$ cat src/rtl/pipe_hazard_ctrl_pkg.sv
// Shared opcode constants, FSM state encoding and decode helpers for pipe_hazard_ctrl.
package pipe_hazard_ctrl_pkg;

  localparam logic [5:0] IROP  = 6'b000000;
  localparam logic [5:0] IADDI = 6'b001000;
  localparam logic [5:0] ILW   = 6'b100011;
  localparam logic [5:0] ISW   = 6'b101011;

  typedef enum logic [1:0] {
    ST_RUN     = 2'd0,
    ST_MEMWAIT = 2'd1,
    ST_ERROR   = 2'd2
  } state_e;

  // rt is read as a source only by R-type ops and stores
  function automatic logic rt_is_src(input logic [5:0] op);
    logic r;
    case (op)
      IROP, ISW:  r = 1'b1;
      ILW, IADDI: r = 1'b0;
      default:    r = 1'b0;
    endcase
    return r;
  endfunction

endpackage

$ cat src/rtl/pipe_hazard_ctrl_timer.sv
// mem_wait_timer: counts consecutive data-memory wait cycles and flags TIMEOUT.
module mem_wait_timer #(
  parameter int unsigned TIMEOUT = 15,
  parameter int unsigned CW      = 4
) (
  input  logic clk,
  input  logic rst_n,
  input  logic start_i,
  input  logic inc_i,
  input  logic clear_i,
  output logic expired_o
);

  logic [CW-1:0] cnt_q, cnt_d;

  always_comb begin
    cnt_d = cnt_q;
    if (clear_i)      cnt_d = '0;
    else if (start_i) cnt_d = CW'(1);
    else if (inc_i)   cnt_d = cnt_q + CW'(1);
  end

  always_ff @(posedge clk or negedge rst_n) begin
    if (!rst_n) cnt_q <= '0;
    else        cnt_q <= cnt_d;
  end

  assign expired_o = (cnt_q == CW'(TIMEOUT));

endmodule

$ cat src/rtl/pipe_hazard_ctrl.sv
// Pipeline stall/bubble control: load-use, branch flush, memory wait and timeout halt.
// Optional PIPE_HAZARD_CTRL_PERF_EN adds stall_cycles/flush_cnt counters.
module pipe_hazard_ctrl
  import pipe_hazard_ctrl_pkg::*;
#(
  parameter int unsigned TIMEOUT = 15,
  parameter int unsigned CW      = 4
) (
  input  logic       clk,
  input  logic       rst_n,
  input  logic [5:0] D_op,
  input  logic [4:0] D_rs,
  input  logic [4:0] D_rt,
  input  logic [4:0] E_dstM,
  input  logic       E_br_taken,
  input  logic       M_memop,
  input  logic       mem_ready,
  output logic       mem_req,
  output logic       F_stall,
  output logic       D_stall,
  output logic       D_bubble,
  output logic       E_bubble,
  output logic       M_stall,
  output logic       W_bubble,
  output logic       halt
`ifdef PIPE_HAZARD_CTRL_PERF_EN
  ,
  output logic [31:0] stall_cycles,
  output logic [15:0] flush_cnt
`endif
);

  state_e state_q, state_d;
  logic   tmr_start, tmr_inc, tmr_clear, tmr_expired;
  logic   mem_hold, load_use, flush;

  mem_wait_timer #(
    .TIMEOUT(TIMEOUT),
    .CW     (CW)
  ) u_timer (
    .clk      (clk),
    .rst_n    (rst_n),
    .start_i  (tmr_start),
    .inc_i    (tmr_inc),
    .clear_i  (tmr_clear),
    .expired_o(tmr_expired)
  );

  assign load_use = (E_dstM != '0) &&
                    ((E_dstM == D_rs) || ((E_dstM == D_rt) && rt_is_src(D_op)));

  always_ff @(posedge clk or negedge rst_n) begin
    if (!rst_n) state_q <= ST_RUN;
    else        state_q <= state_d;
  end

  always_comb begin
    state_d   = state_q;
    tmr_start = 1'b0;
    tmr_inc   = 1'b0;
    tmr_clear = 1'b0;
    mem_hold  = 1'b0;
    case (state_q)
      ST_RUN: begin
        if (M_memop && !mem_ready) begin
          mem_hold  = 1'b1;
          tmr_start = 1'b1;
          state_d   = ST_MEMWAIT;
        end
      end
      ST_MEMWAIT: begin
        if (mem_ready) begin
          tmr_clear = 1'b1;
          state_d   = ST_RUN;
        end else begin
          mem_hold = 1'b1;
          if (tmr_expired) state_d = ST_ERROR;
          else             tmr_inc = 1'b1;
        end
      end
      ST_ERROR: mem_hold = 1'b1;
      default:  state_d  = ST_RUN;
    endcase
  end

  // Outputs are forced low while reset is held, independent of the clock
  always_comb begin
    mem_req  = 1'b0;
    F_stall  = 1'b0;
    D_stall  = 1'b0;
    D_bubble = 1'b0;
    E_bubble = 1'b0;
    M_stall  = 1'b0;
    W_bubble = 1'b0;
    halt     = 1'b0;
    flush    = 1'b0;
    if (rst_n) begin
      mem_req = M_memop && (state_q != ST_ERROR);
      halt    = (state_q == ST_ERROR);
      if (mem_hold) begin
        F_stall  = 1'b1;
        D_stall  = 1'b1;
        M_stall  = 1'b1;
        W_bubble = 1'b1;
      end else if (E_br_taken) begin
        flush    = 1'b1;
        D_bubble = 1'b1;
        E_bubble = 1'b1;
      end else if (load_use) begin
        F_stall  = 1'b1;
        D_stall  = 1'b1;
        E_bubble = 1'b1;
      end
    end
  end

`ifdef PIPE_HAZARD_CTRL_PERF_EN
  logic [31:0] stall_cycles_q;
  logic [15:0] flush_cnt_q;

  always_ff @(posedge clk or negedge rst_n) begin
    if (!rst_n) begin
      stall_cycles_q <= '0;
      flush_cnt_q    <= '0;
    end else begin
      if (F_stall) stall_cycles_q <= stall_cycles_q + 32'd1;
      if (flush)   flush_cnt_q    <= flush_cnt_q + 16'd1;
    end
  end

  assign stall_cycles = stall_cycles_q;
  assign flush_cnt    = flush_cnt_q;
`else
  logic unused_flush;
  assign unused_flush = flush;
`endif

endmodule
$ cat config.mk
export PLATFORM = sky130hd
export DESIGN_NAME = pipe_hazard_ctrl
export DESIGN_NICKNAME = d
export VERILOG_FILES = /design/src/rtl/pipe_hazard_ctrl_pkg.sv /design/src/rtl/pipe_hazard_ctrl_timer.sv /design/src/rtl/pipe_hazard_ctrl.sv
export SDC_FILE = /design/constraint.sdc
export NUM_CORES = 1
export LEC_CHECK = 0
export ABC_CLOCK_PERIOD_IN_PS = 2500
export BUFFER_PORTS_ARGS = -buffer_cell sky130_fd_sc_hd__buf_2
export CORE_AREA = 2 2 40 42
export DETAILED_ROUTE_END_ITERATION = 7
export DIE_AREA = 0 0 42 44
export PLACE_DENSITY = 0.77
export REMOVE_ABC_BUFFERS = 1
export SETUP_SLACK_MARGIN = 0.05
export SYNTH_ARGS = -nofsm -noshare
export SYNTH_HDL_FRONTEND = slang
export SYNTH_HIERARCHICAL = 1
export SYNTH_SLANG_ARGS = --single-unit
$ cat constraint.sdc
create_clock -name clk -period 2.5 [get_ports clk]
set_clock_uncertainty 0.2 [all_clocks]
set_input_delay 0.25 -clock clk [delete_from_list [all_inputs] [get_ports clk]]
set_output_delay 0.25 -clock clk [all_outputs]
set_load 0.005 [all_outputs]
-- Word-level counts from Yosys, hierarchy flattened
Cells that the tools add are included.
- eq/ne operators: 9
- reduce and logical (&&, ||, !) cells: 12
- magnitude comparators: 0
- divide/modulo/power cells: 0
- muxes and demuxes: 31
- $mul: 0
- bitwise logic cells: 1
- $add $sub $neg: 1
- shift operators: 0
- operators by type and width (operator ; count):
    1-bit 2-to-1 mux ; 23
    4-bit 2-to-1 mux ; 3
    5-bit == test ; 2
    6-bit == test (second input constant) ; 1
    6-bit logical NOT ; 1
    2-bit 2-to-1 mux ; 3
    2-bit case mux with 3 select lines ; 1
    5-bit nonzero test ; 1
    4-bit by 1-bit adder with 4-bit output (second input constant) ; 1
    4-bit == test (second input constant) ; 1
    1-bit logical AND ; 4
    2-bit inequality test (second input constant) ; 2
    3-bit inequality test (second input constant) ; 1
    1-bit case mux with 3 select lines ; 1
    3-bit AND reduction ; 1
    3-bit nonzero test ; 1
    2-bit by 1-bit == test with 1-bit output (second input constant) ; 1
    2-bit == test (second input constant) ; 1
    2-bit logical NOT ; 1
    2-bit OR reduction ; 1
    1-bit logical NOT ; 1
    1-bit logical OR ; 1
    1-bit inverter ; 1
- input port bits: 26
- logic and storage cells: 56
- ROM bits: 0
- output and inout port bits: 8
- bits in latches: 0
- memories kept: 0
- flip-flop bits (word level): 6
- bits in writable memories: 0

-- Longest topological paths before layout
- word-level depth: 10
- depth in mapped cells: 5

-- Hierarchy
Netlist, hierarchy kept.
- by module, submodules not included (module ; cells each ; seq. area each (um2) ; area each (um2) ; instances):
    pipe_hazard_ctrl ; 44 ; 50.0 ; 336.6 ; 1
    mem_wait_timer ; 19 ; 100.1 ; 209.0 ; 1

-- Worst setup path after synthesis
No wires, ideal clock.
- kind: reg2reg
- from: register u_timer.cnt_q[0]
- to: register u_timer.cnt_q[3]
- clock period less this slack: 1.816 ns
- data arrival time: 1.488 ns
- stages on the path, launching flop included: 6
- setup slack: 0.684 ns
- library setup time: 0.128 ns
- data required time: 2.172 ns
- buffers on the path: 0
- cell sequence: dfrtp_1 > ha_1 > and3_1 > nor2_1 > nand4_1 > mux2_1
- longest elaborated chain between the ends: 5
- elaborated cells between the ends (all ways): 9
- RTL lines (what ; line ; source):
    from (decl) ; pipe_hazard_ctrl_timer.sv:14 ; logic [CW-1:0] cnt_q, cnt_d;
    from (signal assigned) ; pipe_hazard_ctrl_timer.sv:25 ; else cnt_q <= cnt_d;
    4-bit == test ; pipe_hazard_ctrl_timer.sv:28 ; assign expired_o = (cnt_q == CW'(TIMEOUT));
    net tmr_expired ; pipe_hazard_ctrl.sv:34 ; logic tmr_start, tmr_inc, tmr_clear, tmr_expired;
    1-bit 2-to-1 mux ; pipe_hazard_ctrl.sv:77 ; if (tmr_expired) state_d = ST_ERROR;
    1-bit 2-to-1 mux ; pipe_hazard_ctrl.sv:72 ; if (mem_ready) begin
    1-bit 2-to-1 mux ; pipe_hazard_ctrl.sv:63 ; case (state_q)
    net tmr_inc ; pipe_hazard_ctrl.sv:34 ;
    3-bit nonzero test (no line) ; n/a ;
The timed path passes the listed nets, and every way through them passes these cells. The select of a mux whose other input is x is not followed.
A chain may end at the register's enable or synchronous reset.

-- Worst setup path in the final report
- from: input port rst_n
- to: output port F_stall
- longest elaborated chain between the ends: 1
- RTL lines (what ; line ; source):
    from (decl) ; pipe_hazard_ctrl.sv:10 ; input logic rst_n,
    1-bit 2-to-1 mux ; pipe_hazard_ctrl.sv:97 ; if (rst_n) begin
    to (decl) ; pipe_hazard_ctrl.sv:19 ; output logic F_stall,
Every way passes these cells.

==> metrics.md <==
| Metric | Value |
|---|---|
| Max Slew Vio Count | 0 |
| Num CTS Buffers | 3 |
| Drt total wl | about 1200 µm |
| Max capacitance violation total | 0 |
| Row count | 14 |
| DRT Pass-1 Iters | 3 |
| CTS tree | done |
| Antenna cells | 0 |
| Crit path launch type | primary input |
| Initial drt markers | 3 |
| Synth Area per Inst | slightly below 9 µm² |
| Slowest-stage cell, CP | dlygate4sd3_1 |
| Tot Pwr | 0.000346 W |
| Yosys reg bits | 6 |
| Pin count of the biggest net entering global routing | 11 |
| Core ar. | roughly 0.0014 mm² |
| Later-pin clock latency in the skew report | around 0.25 ns |
| Worst path bufs/invs | 3 |
| CTS resizes | 0 |
| Die Ht | around 44 µm |
| Worst slew pin tran | between 0.7 and 0.8 ns |
| Worst EP required | about 2.1 ns |
| Final critical-path required period | 1.96 ns |
| RSZ-0062 raised after global routing | false |
| Max Buffers Root-to-Sink | 2 |
| Most common cell after layout, fill and taps aside | buf_2 |
| Normalized max-slew margin | 0.514 |
| Max Freq | just over 0.5 GHz |
| Status | complete, no violations |
| WP data arrival | 1.51 ns |
| Most frequent cells in the layout | 33 x buf_2, 8 x nor2_1, 6 x xnor2_1, 6 x dfrtp_1, 5 x xor2_1 |
| GRT Residual Overflow | 0 |
| WS Path Type | in -> out |
| Crit-path max cell delay | slightly above 0.5 ns |
| Ports | 34 |
| Final non-filler cell total | roughly 110 |
| Worst-path clk slew | ~0.050 ns |
| Simple-gate share of the synthesized area | 0.278 |
| CP max FO | 10 |
| Die area | approximately 0.0018 mm² |
| Pleak | 0.392 nW |
| Initial antenna violation count | 0 |
| Post-synth EDFFs | 0 |
| Area growth, synth to finish | 37.2% |
| Via-to-Cell Ratio | roughly 5.0 |
| Worst path cell trace | dlygate4sd3_1 -> buf_2 -> o21ai_2 -> o32ai_1 -> buf_2 |
| # port buffers | 33 |
| Crit path top cell by count | buf_2 |
| Die width | 42 µm |
| Antenna-violating nets left | 0 |
| Post-Syn Instances | 63 |
| Fin crit share | 0.786 |
| YS warnings | 6 |
| Fin nets | 127 |
| Vias in the first global route | between 500 and 600 |
| CP top delay family | buffers and inverters |
| Compound-Gate Fraction of Synth Area | 0.161 |
| Root buffer selected by CTS | clkbuf_4 |
| Final setup vio count | 0 |
| Power Dens Cells | 463 mW/mm² |
| Dpl cells | between 100 and 150 |
| Via count | 571 |
| Post-CTS Hold Fix Bufs | 1 |
| Share of layout cells above drive strength 1 | 0.418 |
| Top FF cell, synth | dfrtp_1 |
| Setup TNS | 0 ns |
| Final Hold Fails | 0 |
| Hold_ws | about 0.13 ns |
| WL/cell | about 11 µm |
| Seq/Total Area, Yosys | 0.275 |
| Largest family of logic cells by synthesized area | simple AND/OR/NAND/NOR gates |
| Starting Density | 0.384 |
| Post-DP HPWL | ~1100 µm |
| Gr usage total | 0.147 |
| Postcts setup bufs | 0 |
| Share of synthesized area spent on multiplexers | 0.0390 |
| Synth Area in XOR/XNOR | 0.177 |
| First-pass GRT wire length | around 2000 µm |
| Adder-cell area share of the yosys netlist | 0.0229 |
| Unique masters post-synth | 29 |
| Clk sink count | 6 |
| Fraction of registers with async set/reset | 1.00 |
| Worst setup EP type | output port |
| Mapped Area | 546 µm² |
| Maximum vdd drop | roughly 350 µV |
| Residual DRC | 0 |
| Routability congestion estimate from global placement | ~0.8 |
| Depth of the CTS H-tree | 1 |
| Worst min-delay path class | in -> reg |
-- worst reg2reg max path, delay by kind of cell (launching register included) --
kind / cells / cell delay [ns]
adder cells (fa/ha/maj): 1 / 0.24
flip-flops: 1 / 0.40
multiplexers: 1 / 0.33
AND/OR/NAND/NOR: 3 / 0.66
-- final cells by class --
cell class,instances,area [µm²]
clock buffer,3,22.5
fill,148,671
inverter,3,11.3
sequential,6,150
multi-input combinational,52,369
tap,16,20.0
timing repair buffer,34,175
-- per-layer routing --
metal,share of wire,global-route usage
met1,0.40,0.158
met5,0,0
met2,0.50,0.259
met3,0.098,0.0583
met4,0,0.0581
-- power breakdown --
| group | internal (W) | total (W) | switching [W] |
|---|---|---|---|
| clock network | 0.0000544 | 0.0000907 | 0.0000363 |
| logic | 0.0000650 | 0.000121 | 0.0000565 |
| registers | 0.000117 | 0.000134 | 0.0000174 |
| total | 0.000236 | 0.000346 | 0.000110 |
-- per-stage QoR --
stage / setup slack (ns) / area [µm²] / utilization
after floorplan: 0.684 / 531 / -
after global placement: 0.640 / 716 / 0.504
after detailed placement: 0.525 / 716 / 0.504
after CTS: 0.500 / 748 / 0.527
after global routing: 0.417 / 748 / 0.527
final: 0.536 / 748 / 0.527
-- sequential cells by signal, indices dropped and copies added (netlist names) --
register and cells:
u_timer/cnt_q 4, state_q 2
-- path summary, 6_finish.rpt --
kind / start / endpoint / slack, ns / depth (start not counted)
setup / recovery: rst_n / F_stall / 0.54 / 5
hold reg to reg: u_timer/cnt_q[2] / u_timer/cnt_q[2] / 0.37 / 2
max in group asynchronous: rst_n / u_timer/cnt_q[2] / 1.75 / 2
setup reg to reg: u_timer/cnt_q[0] / u_timer/cnt_q[3] / 0.57 / 5
hold / removal: mem_ready / state_q[1] / 0.13 / 4
min in group asynchronous: rst_n / u_timer/cnt_q[3] / 0.17 / 2
-- synth_stat cells (2+ instances only) --
master     instances  area, µm²
dfrtp_1            6        150
and3_1             2       12.5
o2bb2ai_1          2       17.5
nor3_1             2       10.0
a21oi_1            2       10.0
nand3_1            2       10.0
xor2_1             5       43.8
inv_1              3       11.3
buf_4              2       15.0
nand4_1            3       18.8
or2_2              2       12.5
nand2_1            2       7.51
nor2_1             8       30.0
xnor2_1            6       52.6
o31ai_1            2       15.0
-- cell families after synthesis --
family	count (synthesis)
AND/OR/NAND/NOR	27
AO/OA/AOI/OAI	11
XOR/XNOR	11
flip-flops	6
buffers and inverters	5
multiplexers	2
adder cells (fa/ha/maj)	1
No activity file was read; power rests on OpenSTA's default activity.
